===== src/rtl/tmds_pkg.sv =====
// Shared TMDS definitions: lane modes, fixed symbol tables and the byte
// popcount helper used by the video encoder.
package tmds_pkg;

  typedef enum logic [1:0] {
    MODE_CTRL  = 2'd0,
    MODE_VIDEO = 2'd1,
    MODE_TERC4 = 2'd2,
    MODE_GUARD = 2'd3
  } tmds_mode_t;

  // Control period symbols indexed by {c1,c0}
  localparam logic [9:0] CTRL_SYM [0:3] = '{
    10'b1101010100, 10'b0010101011, 10'b0101010100, 10'b1010101011
  };

  // Data island symbols indexed by the aux nibble
  localparam logic [9:0] TERC4_SYM [0:15] = '{
    10'b1010011100, 10'b1001100011, 10'b1011100100, 10'b1011100010,
    10'b0101110001, 10'b0100011110, 10'b0110001110, 10'b0100111100,
    10'b1011001100, 10'b0100111001, 10'b0110011100, 10'b1011000110,
    10'b1010001110, 10'b1001110001, 10'b0101100011, 10'b1011000011
  };

  localparam logic [9:0] GUARD_SYM_EVEN = 10'b1011001100;
  localparam logic [9:0] GUARD_SYM_ODD  = 10'b0100110011;

  function automatic logic [3:0] ones8(input logic [7:0] d);
    logic [3:0] n;
    n = 4'd0;
    for (int i = 0; i < 8; i++) begin
      n = n + {3'b000, d[i]};
    end
    return n;
  endfunction

endpackage


===== src/rtl/tmds_lane.sv =====
// One TMDS lane: stage 1 builds q_m, stage 2 picks the symbol and tracks the
// running disparity, optional stage 3 registers the symbol once more.
module tmds_lane
  import tmds_pkg::*;
#(
  parameter int LANE_IDX = 0,
  parameter int OUT_REG  = 1
) (
  input  logic       i_clk,
  input  logic       i_rst,
  input  logic [7:0] i_data,
  input  logic [1:0] i_ctrl,
  input  logic [3:0] i_aux,
  input  logic       i_s1_valid,
  input  tmds_mode_t i_s1_mode,
  output logic [9:0] o_tmds
);

  // Guard band polarity alternates with the lane position modulo 3
  localparam logic [9:0] GUARD_SYM =
    (((LANE_IDX % 3) % 2) == 0) ? GUARD_SYM_EVEN : GUARD_SYM_ODD;

  logic [3:0]        w_n1d;
  logic              w_use_xnor;
  logic [8:0]        w_qm;

  logic [8:0]        r_qm;
  logic [1:0]        r_ctrl;
  logic [3:0]        r_aux;

  logic [3:0]        w_n1;
  logic              w_q8;
  logic signed [4:0] w_diff;
  logic signed [4:0] w_q8x2;
  logic signed [4:0] w_nq8x2;
  logic [9:0]        w_sym_nxt;
  logic signed [4:0] w_cnt_nxt;

  logic [9:0]        r_sym;
  logic signed [4:0] r_cnt;

  // Transition-minimising q_m: XNOR chain when the byte is ones-heavy
  always_comb begin
    logic [7:0] v_qm;
    w_n1d      = ones8(i_data);
    w_use_xnor = (w_n1d > 4'd4) || ((w_n1d == 4'd4) && !i_data[0]);
    v_qm       = 8'd0;
    v_qm[0]    = i_data[0];
    for (int i = 1; i < 8; i++) begin
      v_qm[i] = w_use_xnor ? ~(v_qm[i-1] ^ i_data[i]) : (v_qm[i-1] ^ i_data[i]);
    end
    w_qm = {~w_use_xnor, v_qm};
  end

  // Stage 1 registers: q_m plus the side-band inputs for the same word
  always_ff @(posedge i_clk or posedge i_rst) begin
    if (i_rst) begin
      r_qm   <= '0;
      r_ctrl <= '0;
      r_aux  <= '0;
    end else begin
      r_qm   <= w_qm;
      r_ctrl <= i_ctrl;
      r_aux  <= i_aux;
    end
  end

  // Symbol selection and disparity update; 5-bit wraparound is exact because
  // the final count always lands back inside -10..+10
  always_comb begin
    w_n1      = ones8(r_qm[7:0]);
    w_q8      = r_qm[8];
    w_diff    = $signed({w_n1, 1'b0}) - 5'sd8;
    w_q8x2    = $signed({3'b000, w_q8, 1'b0});
    w_nq8x2   = $signed({3'b000, ~w_q8, 1'b0});
    w_sym_nxt = CTRL_SYM[0];
    w_cnt_nxt = r_cnt;
    if (i_s1_valid) begin
      case (i_s1_mode)
        MODE_VIDEO: begin
          if ((r_cnt == 5'sd0) || (w_n1 == 4'd4)) begin
            w_sym_nxt = {~w_q8, w_q8, (w_q8 ? r_qm[7:0] : ~r_qm[7:0])};
            w_cnt_nxt = w_q8 ? (r_cnt + w_diff) : (r_cnt - w_diff);
          end else if (((r_cnt > 5'sd0) && (w_n1 > 4'd4)) ||
                       ((r_cnt < 5'sd0) && (w_n1 < 4'd4))) begin
            w_sym_nxt = {1'b1, w_q8, ~r_qm[7:0]};
            w_cnt_nxt = r_cnt + w_q8x2 - w_diff;
          end else begin
            w_sym_nxt = {1'b0, w_q8, r_qm[7:0]};
            w_cnt_nxt = r_cnt + w_diff - w_nq8x2;
          end
        end
        MODE_CTRL: begin
          w_sym_nxt = CTRL_SYM[r_ctrl];
          w_cnt_nxt = 5'sd0;
        end
        MODE_TERC4: begin
          w_sym_nxt = TERC4_SYM[r_aux];
          w_cnt_nxt = 5'sd0;
        end
        default: begin
          w_sym_nxt = GUARD_SYM;
          w_cnt_nxt = 5'sd0;
        end
      endcase
    end
  end

  // Stage 2 registers: encoded symbol and running disparity
  always_ff @(posedge i_clk or posedge i_rst) begin
    if (i_rst) begin
      r_sym <= '0;
      r_cnt <= '0;
    end else begin
      r_sym <= w_sym_nxt;
      r_cnt <= w_cnt_nxt;
    end
  end

  generate
    if (OUT_REG != 0) begin : g_out_reg
      logic [9:0] r_out;
      // Extra output stage for timing closure toward the serialiser
      always_ff @(posedge i_clk or posedge i_rst) begin
        if (i_rst) r_out <= '0;
        else       r_out <= r_sym;
      end
      assign o_tmds = r_out;
    end else begin : g_no_out_reg
      assign o_tmds = r_sym;
    end
  endgenerate

endmodule


===== src/rtl/tmds_multi_encoder.sv =====
// Multi-lane TMDS encoder: NUM_CH independent lanes sharing one valid/mode
// pipeline. Latency is 2 cycles, or 3 with OUT_REG=1.
module tmds_multi_encoder
  import tmds_pkg::*;
#(
  parameter int NUM_CH  = 3,
  parameter int OUT_REG = 1
) (
  input  logic                  i_clk,
  input  logic                  i_rst,
  input  logic                  i_valid,
  input  tmds_mode_t            i_mode,
  input  logic [NUM_CH*8-1:0]   i_data,
  input  logic [NUM_CH*2-1:0]   i_ctrl,
  input  logic [NUM_CH*4-1:0]   i_aux,
  output logic [NUM_CH*10-1:0]  o_tmds,
  output logic                  o_valid
);

  logic       r_s1_valid;
  tmds_mode_t r_s1_mode;
  logic       r_s2_valid;

  // Shared word qualifiers travelling alongside the lane pipelines
  always_ff @(posedge i_clk or posedge i_rst) begin
    if (i_rst) begin
      r_s1_valid <= 1'b0;
      r_s1_mode  <= MODE_CTRL;
      r_s2_valid <= 1'b0;
    end else begin
      r_s1_valid <= i_valid;
      r_s1_mode  <= i_mode;
      r_s2_valid <= r_s1_valid;
    end
  end

  generate
    if (OUT_REG != 0) begin : g_vld_reg
      logic r_s3_valid;
      // Valid follows the optional output stage
      always_ff @(posedge i_clk or posedge i_rst) begin
        if (i_rst) r_s3_valid <= 1'b0;
        else       r_s3_valid <= r_s2_valid;
      end
      assign o_valid = r_s3_valid;
    end else begin : g_vld_direct
      assign o_valid = r_s2_valid;
    end

    for (genvar k = 0; k < NUM_CH; k++) begin : g_lane
      tmds_lane #(
        .LANE_IDX (k),
        .OUT_REG  (OUT_REG)
      ) u_lane (
        .i_clk      (i_clk),
        .i_rst      (i_rst),
        .i_data     (i_data[8*k +: 8]),
        .i_ctrl     (i_ctrl[2*k +: 2]),
        .i_aux      (i_aux[4*k +: 4]),
        .i_s1_valid (r_s1_valid),
        .i_s1_mode  (r_s1_mode),
        .o_tmds     (o_tmds[10*k +: 10])
      );
    end
  endgenerate

endmodule


===== config.mk =====
export PLATFORM = sky130hd
export DESIGN_NAME = tmds_multi_encoder
export DESIGN_NICKNAME = d
export VERILOG_FILES = /design/src/rtl/tmds_pkg.sv /design/src/rtl/tmds_lane.sv /design/src/rtl/tmds_multi_encoder.sv
export SDC_FILE = /design/constraint.sdc
export NUM_CORES = 1
export LEC_CHECK = 0
export ABC_AREA = 1
export CORE_ASPECT_RATIO = 1.1
export CORE_UTILIZATION = 40
export CTS_CLUSTER_SIZE = 30
export DETAILED_ROUTE_END_ITERATION = 10
export PLACE_DENSITY = 0.57
export SLEW_MARGIN = 40
export SYNTH_ARGS = -nofsm -noshare
export SYNTH_HDL_FRONTEND = slang
export SYNTH_SLANG_ARGS = --single-unit
export TNS_END_PERCENT = 20

===== constraint.sdc =====
create_clock -name i_clk -period 5.9 [get_ports i_clk]
set_clock_uncertainty 0.05 [all_clocks]
set_input_delay 1.77 -clock i_clk [delete_from_list [all_inputs] [get_ports i_clk]]
set_output_delay 1.77 -clock i_clk [all_outputs]
set_load 0.01 [all_outputs]

==> results by group, run 1 <==
Worst setup path
  – Reg2reg setup slack: 1140 ps
  – Crit. End Element: register
  – Crit path capture: g_lane[2].u_lane.r_qm[6]
  – FF-to-FF path depth: 18
  – Reg2Reg Launch Point: g_lane[2].u_lane.r_qm[0]
  – Critical Path RT: 6150 ps
  – Setup crit start: i_data[16]
  – Worst setup path category: primary input to register
  – Data arrival time of the worst path: 5600 ps
  – Maximum fanout along the worst path: 4
  – Critical path launch point type: primary input
  – R2r endpoint: g_lane[2].u_lane.r_sym[5]

Global route
  – Global-route usage over all layers: 18.9%
  – First-pass GRT wire length: 31,300 µm
  – Antenna violations before repair: 0
  – Pin count of the biggest net entering global routing: 77
  – Vias in the first global route: 6,263
  – Global route overflow: 0

CTS
  – Clock tree from TritonCTS: built
  – CTS Buf Count: 17
  – Cell chosen for the clock root: sky130_fd_sc_hd__clkbuf_16
  – CTS clk-pin slew, worst paths: 50 ps
  – Clock latency of the later-clocked register in the worst-skew pair: 420 ps
  – Quantity of hold-fixing buffers added after cts: 0
  – Total of cells resized after clock tree synthesis: 0
  – Setup Fix Bufs, Post-CTS: 0
  – Clock Path Buffers: 2
  – # H-tree levels: 4
  – Clock net sink count: 122

Synthesis
  – Post-Syn Area: 8210 µm²
  – EDFF count, synth: 0
  – Flop and latch count out of synthesis: 122
  – Cell types occupying the most area after synthesis: sky130_fd_sc_hd__dfrtp_1, sky130_fd_sc_hd__ha_1, sky130_fd_sc_hd__fa_1
  – Top cell types by occurrence after synthesis: sky130_fd_sc_hd__nand2_1, sky130_fd_sc_hd__inv_1, sky130_fd_sc_hd__dfrtp_1
  – Area share of the leading cell type in the synthesized netlist: 37.2%
  – Synth async-reset ratio: 100%
  – Synthesized netlist net count: 1,115
  – Total number of yosys warnings: 0
  – Syn avg cell area: 8.62 µm²
  – Share of synthesized area occupied by flip-flops and latches: 37.2%
  – Netlist cell types: 44
  – Cell taking the most area after synthesis: sky130_fd_sc_hd__dfrtp_1
  – Synth Instances: 952
  – Most common cell in the netlist: sky130_fd_sc_hd__nand2_1
  – Primary FF master, synth: sky130_fd_sc_hd__dfrtp_1

Drt
  – Detailed-routed wire length on met3: 853 µm
  – Routed wirelength normalized by instance count: 14.2 µm
  – Remaining DRCs: 10
  – Final wirelength: 18,500 µm
  – Total routed wire length on the met1 layer: 9070 µm
  – Max Used Layer: met4
  – DRC violation total after the first TritonRoute iteration: 363
  – Routed Antenna Nets: 0
  – Number of vias after detailed routing: 6,370
  – Number of detailed-routing iterations run before antenna repair: 8
  – Routed wl met2: 8340 µm
  – Number of vias per cell: 4.90

Cells and area
  – Final-layout fill cell count: 1,905
  – Total area of sequential cells: 3050 µm²
  – Ant. Diodes: 0
  – Area of the multi-input gates: 4470 µm²
  – Share of final-layout standard cells stronger than drive strength 1: 6.30%
  – Area growth syn-to-layout: 19.8%
  – Number of nets at the end of the flow: 1,197

Timing
  – Ratio of final minimum period to clock period: 90.8%
  – Pin slew with the least headroom to its limit: 598 ps
  – Relative slew slack: 60.1%
  – Setup repair after global routing missed its margin: no
  – Final-layout setup total negative slack: 0 ps
  – Final Hold Violating Endpoints: 0
  – Fmax achieved: 187 MHz
  – Final setup vio count: 0
  – Number of pins exceeding their max-slew limit in the final report: 0
  – Final period demand of the worst path: 5350 ps

Floorplanning
  – Overall die width: 139 µm
  – Effective utilization at floorplan: 41.0%
  – DIE AREA: 21,100 µm²
  – I/O pin cnt: 78
  – Floorplan row count: 54
  – Die height: 152 µm
  – Core outline area: 20,000 µm²

Outcome
  – Violations in the final reports: DRC
  – Result of the run: finished with violations

Placement
  – Number of buffers added on ports: 77
  – RePlAce Congestion: 0.852
  – Post-DP HPWL: 14,500 µm

Worst hold path
  – Class of the worst hold path: register to register

Job
  – Max-cap violations: 0
## final cells by class
| class | instances | area share (%) |
|---|---|---|
| Clock inverter | 11 | 1.22 |
| Tap cell | 252 | 3.21 |
| Timing Repair Buffer | 79 | 8.12 |
| Sequential cell | 122 | 31.1 |
| Multi-Input combinational cell | 654 | 45.5 |
| Inverter | 160 | 6.16 |
| Clock buffer | 21 | 4.78 |
## critical path: stages
cell and delay (ps):
sky130_fd_sc_hd__clkdlybuf4s50_1 440, sky130_fd_sc_hd__ha_1 360, sky130_fd_sc_hd__inv_1 70, sky130_fd_sc_hd__fa_1 450, sky130_fd_sc_hd__fa_1 490, sky130_fd_sc_hd__inv_1 50, sky130_fd_sc_hd__fa_1 400, sky130_fd_sc_hd__fa_1 440
sky130_fd_sc_hd__nor2_1 130, sky130_fd_sc_hd__nand2_1 60, sky130_fd_sc_hd__nand2_1 90, sky130_fd_sc_hd__nand2_1 130, sky130_fd_sc_hd__nand2_1 110, sky130_fd_sc_hd__nand2_1 80, sky130_fd_sc_hd__nand2_1 80, sky130_fd_sc_hd__nand2_1 80
sky130_fd_sc_hd__nand2_1 120, sky130_fd_sc_hd__nand3_1 110, sky130_fd_sc_hd__nand3_1 90, sky130_fd_sc_hd__nand2_1 60
## how the worst min path moves through the flow
stage,depth (start not counted),start,to
finish,0,g_lane[0].u_lane.r_sym[7],g_lane[0].u_lane.o_tmds[7]
global route,0,g_lane[2].u_lane.r_sym[9],g_lane[2].u_lane.o_tmds[9]
CTS,0,g_lane[2].u_lane.r_sym[9],g_lane[2].u_lane.o_tmds[9]
detailed placement,0,g_lane[0].u_lane.r_sym[4],g_lane[0].u_lane.o_tmds[4]
global placement,0,g_lane[1].u_lane.r_sym[4],g_lane[1].u_lane.o_tmds[4]
floorplan,0,g_lane[0].u_lane.r_sym[0],g_lane[0].u_lane.o_tmds[0]
## cell usage in the layout, fill, tap and decap left out, types with 3 or more instances in the layout
master,instances
sky130_fd_sc_hd__xnor2_1,18
sky130_fd_sc_hd__or2_2,5
sky130_fd_sc_hd__nor2_4,3
sky130_fd_sc_hd__clkdlybuf4s50_1,77
sky130_fd_sc_hd__a21oi_1,47
sky130_fd_sc_hd__nor3_1,3
sky130_fd_sc_hd__inv_2,11
sky130_fd_sc_hd__fa_1,39
sky130_fd_sc_hd__a31oi_1,4
sky130_fd_sc_hd__clkinvlp_4,3
sky130_fd_sc_hd__o211ai_1,9
sky130_fd_sc_hd__nor2_1,58
sky130_fd_sc_hd__nand3_1,72
sky130_fd_sc_hd__ha_1,77
sky130_fd_sc_hd__xor2_1,23
sky130_fd_sc_hd__dfrtp_1,122
sky130_fd_sc_hd__clkbuf_8,3
sky130_fd_sc_hd__inv_1,147
sky130_fd_sc_hd__o2111ai_1,7
sky130_fd_sc_hd__clkbuf_16,17
sky130_fd_sc_hd__o21ai_0,66
sky130_fd_sc_hd__clkinv_2,4
sky130_fd_sc_hd__nand3b_1,5
sky130_fd_sc_hd__nand2_1,183
sky130_fd_sc_hd__nand2_2,8
sky130_fd_sc_hd__o311ai_0,3
## routing by layer
| metal | up-vias | GRT usage, % |
|---|---|---|
| met5 | - | 0 |
| met2 | 152 | 29.1 |
| li1 | 3203 | - |
| met3 | 20 | 3.83 |
| met1 | 2995 | 26.9 |
| met4 | 0 | 5.35 |
## per-stage QoR
step	hold slack [ps]	std cells	cell area [µm²]	setup slack, ps	utilization [%]
2_1_floorplan	281	952	8210	837	-
3_3_place_gp	282	1267	9240	235	46.2
3_5_place_dp	286	1267	9240	146	46.2
4_1_cts	299	1299	9830	589	49.2
6_report	295	1299	9830	545	49.2
5_1_grt	302	1299	9830	245	49.2
## sequential cells by signal, summed over array words and instances (netlist names)
signal	cells
g_lane.u_lane.o_tmds	30
g_lane.u_lane.r_aux	12
g_lane.u_lane.r_cnt	12
g_lane.u_lane.r_ctrl	6
g_lane.u_lane.r_qm	27
g_lane.u_lane.r_sym	30
o_valid	1
r_s1_mode	2
r_s1_valid	1
r_s2_valid	1
## kinds of logic after synthesis
kind of cell	count (synthesis)	share of synthesized area, %
AOI/OAI and AO/OA	155	10.9
adders and majority gates	116	21.3
xor gates and xnor gates	42	4.57
and+or+nand+nor	341	17.8
buffers and inverters	176	8.33
DFF	122	37.2
Power of run 1 is left out: the tool's default activity adds up to more than one toggle a clock period on the data nets, which glitch-free logic cannot reach.
==> run 2, diff against run 1 <==
ABC_AREA = 0   (was 1)
==> run 2 against run 1 <==
The run still ends with DRC left. Wire length down 0.53%. Clock-buffer cell count shrank 3. Register-to-register slack got worse by 140 ps. First-iteration DRC count increased by 6.1%. Flip-flop and latch count is the same. Area after synthesis increased by 0.27%. Synthesized cell count shrank 15%. Global-route usage shrank 0.39 points. Worst setup slack improved by 240 ps. Critical endpoint is now g_lane[0].u_lane.r_qm[5].
==> results by group, run 2 <==
Synthesis
  – Primary FF master, synth: sky130_fd_sc_hd__dfrtp_1
  – Cell types occupying the most area after synthesis: sky130_fd_sc_hd__dfrtp_1, sky130_fd_sc_hd__ha_1, sky130_fd_sc_hd__fa_1
  – Fraction of synthesized cell area in xor and xnor cells: 9.67% (+5.1 points)
  – Share of synthesized area occupied by flip-flops and latches: 37.1% (-0.10 points)
  – Synthesized-area fraction occupied by and/or/nand/nor cells: 8.11% (-9.7 points)
  – Flop and latch count out of synthesis: 122 (unchanged)
  – Dominant combinational cell family by area after synthesis: adder cells
  – Top cell types by occurrence after synthesis: sky130_fd_sc_hd__dfrtp_1, sky130_fd_sc_hd__inv_1, sky130_fd_sc_hd__ha_1
  – Synth async-reset ratio: 100% (unchanged)
  – Adder-cell area share of the yosys netlist: 21.2% (-0.058 points)
  – Share of the synthesized area in compound gates (AO/OA/AOI/OAI): 15.2% (+4.3 points)
  – Synth Instances: 806 (-15%)
  – Synthesized netlist net count: 969 (-13%)
  – EDFF count, synth: 0 (unchanged)
  – Total number of yosys warnings: 0 (unchanged)
  – Most common cell in the netlist: sky130_fd_sc_hd__dfrtp_1
  – Mux cell area share after synthesis: 2.37% (+2.4 points)
  – Area share of the leading cell type in the synthesized netlist: 37.1% (-0.10 points)
  – Syn avg cell area: 10.2 µm² (+18%)
  – Cell taking the most area after synthesis: sky130_fd_sc_hd__dfrtp_1
  – Netlist cell types: 59 (+34%)
  – Post-Syn Area: 8230 µm² (+0.27%)

CTS
  – Setup Fix Bufs, Post-CTS: 0 (unchanged)
  – # H-tree levels: 4 (unchanged)
  – Clock net sink count: 122 (unchanged)
  – CTS Buf Count: 17 (unchanged)
  – Clock tree from TritonCTS: built
  – Quantity of hold-fixing buffers added after cts: 0 (unchanged)
  – Clock latency of the later-clocked register in the worst-skew pair: 430 ps (about the same)
  – Clock Path Buffers: 2 (unchanged)
  – Cell chosen for the clock root: sky130_fd_sc_hd__clkbuf_16
  – CTS clk-pin slew, worst paths: 60 ps (about the same)
  – Total of cells resized after clock tree synthesis: 0 (unchanged)

Placement
  – Number of buffers added on ports: 77 (unchanged)
  – Cell count after placement: 1,115 (-12%)
  – RePlAce Congestion: 0.861 (+1.1%)
  – Post-DP HPWL: 13,700 µm (-5.3%)

Drt
  – Max Used Layer: met4
  – Total routed wire length on the met1 layer: 8420 µm (-7.1%)
  – Remaining DRCs: 7 (-3)
  – Routed wl met2: 8950 µm (+7.4%)
  – Number of vias per cell: 5.14 (+4.8%)
  – DRC violation total after the first TritonRoute iteration: 385 (+6.1%)
  – Number of detailed-routing iterations run before antenna repair: 11 (+3)
  – Routed wirelength normalized by instance count: 16.1 µm (+13%)
  – Number of vias after detailed routing: 5,894 (-7.5%)
  – Routed Antenna Nets: 0 (unchanged)
  – Final wirelength: 18,400 µm (-0.53%)
  – Detailed-routed wire length on met3: 560 µm (-34%)

Floorplanning
  – DIE AREA: 21,100 µm² (+0.27%)
  – Core outline area: 20,000 µm² (unchanged)
  – I/O pin cnt: 78 (unchanged)
  – Floorplan row count: 54 (unchanged)
  – Effective utilization at floorplan: 41.1% (+0.11 points)
  – Overall die width: 139 µm (+0.13%)
  – Die height: 152 µm (+0.13%)

Global route
  – Global route overflow: 0 (unchanged)
  – Vias in the first global route: 5,948 (-5.0%)
  – First-pass GRT wire length: 30,600 µm (-2.1%)
  – Global-route usage over all layers: 18.5% (-0.39 points)
  – Antenna violations before repair: 0 (unchanged)
  – Pin count of the biggest net entering global routing: 64 (-17%)

Cells and area
  – Filler-free cell count of the finished design: 1,147 (-12%)
  – Final-layout fill cell count: 1,818 (-4.6%)
  – Total area of sequential cells: 3050 µm² (unchanged)
  – Area growth syn-to-layout: 20.4%
  – Ant. Diodes: 0 (unchanged)
  – Most frequent cells in the layout: sky130_fd_sc_hd__dfrtp_1, sky130_fd_sc_hd__inv_1, sky130_fd_sc_hd__ha_1, sky130_fd_sc_hd__clkdlybuf4s50_1, sky130_fd_sc_hd__xnor2_1
  – Area of the multi-input gates: 4660 µm² (+4.2%)
  – Leading cell type in the layout, fill and taps excluded: sky130_fd_sc_hd__dfrtp_1
  – Share of the core filled with cells: 49.5% (+0.36 points)
  – Share of final-layout standard cells stronger than drive strength 1: 5.70% (-0.61 points)
  – Number of nets at the end of the flow: 1,045 (-13%)

Outcome
  – Violations in the final reports: DRC
  – Result of the run: finished with violations

Timing
  – Setup repair after global routing missed its margin: no
  – Fmax achieved: 196 MHz (+4.8%)
  – Final Hold Violating Endpoints: 0 (unchanged)
  – Final period demand of the worst path: 5110 ps (-244 ps)
  – Ratio of final minimum period to clock period: 86.6% (-4.1 points)
  – Number of pins exceeding their max-slew limit in the final report: 0 (unchanged)
  – Relative slew slack: 43.8% (-16 points)
  – Final setup vio count: 0 (unchanged)
  – Final-layout setup total negative slack: 0 ps (unchanged)
  – Pin slew with the least headroom to its limit: 841 ps (+243 ps)

Worst setup path
  – Data arrival time of the worst path: 5410 ps (-190 ps)
  – Worst setup path category: primary input to register
  – Critical Path RT: 6200 ps (+50 ps)
  – Maximum fanout along the worst path: 4 (unchanged)
  – Crit. End Element: register
  – Crit-path max cell delay: 490 ps (about the same)
  – Most common cell on crit path: sky130_fd_sc_hd__fa_1
  – Critical path launch point type: primary input
  – Slowest cell on the critical path: sky130_fd_sc_hd__fa_1
  – Cell Chain, Critical Path: clkdlybuf4s50_1, ha_1, inv_1, fa_1, fa_1, inv_1, fa_1, fa_1, nor3b_1, o21ai_0, a21oi_1, buf_4, xor2_1

Job
  – Max-cap violations: 0 (unchanged)

Worst hold path
  – Class of the worst hold path: register to register
run 2: layout make-up:
type,count,area share [%]
flip-flops and latches,122,30.8
multi-input cells,548,47.0
clock inverters,14,2.11
clock buffers,18,4.33
repair buffers,85,8.39
inverters,108,4.14
well taps,252,3.18
run 2: stage by stage:
| stage | cell area, µm² | hold WS (ps) | worst slack (ps) |
|---|---|---|---|
| after floorplan | 8230 | 281 | 833 |
| after global placement | 9260 | 282 | 434 |
| after detailed placement | 9260 | 285 | 334 |
| after CTS | 9900 | 296 | 777 |
| after global routing | 9900 | 299 | 549 |
| final | 9900 | 295 | 789 |
run 2: cells by family (layout without fill, tap and decap cells):
| kind of cell | count (synthesis) | in the layout |
|---|---|---|
| xor+xnor | 90 | 90 |
| compound gates | 189 | 189 |
| fa+ha+maj | 116 | 116 |
| buf+inv | 136 | 225 |
| simple gates | 134 | 134 |
| flops | 122 | 122 |
| mux | 19 | 19 |
run 2: worst paths after layout:
check	startpoint	end	slack, ps	depth (start not counted)
max reg2reg	g_lane[0].u_lane.r_qm[1]	g_lane[0].u_lane.r_cnt[3]	1000	16
min reg2reg	g_lane[2].u_lane.r_sym[7]	g_lane[2].u_lane.o_tmds[7]	300	0
min	g_lane[2].u_lane.r_sym[7]	g_lane[2].u_lane.o_tmds[7]	300	0
max	i_data[0]	g_lane[0].u_lane.r_qm[5]	790	13
max in group asynchronous	i_rst	g_lane[2].u_lane.r_qm[3]	3180	3
min in group asynchronous	i_rst	r_s1_valid	1740	2
run 2: worst max-delay path, delay by kind of cell:
family          cells  cell delay (ps)
buf+inv             4              760
fa+ha+maj           5             2110
simple gates        1              270
compound gates      2              360
xor+xnor            1              140
run 2: per-layer routing:
layer  up-vias  global-route usage, %
met4         0                   7.41
met2       128                   31.1
met1      2836                   23.8
li1       2899                      -
met5         -                      0
met3        31                   3.08
Power of run 2 is left out for the same reason.
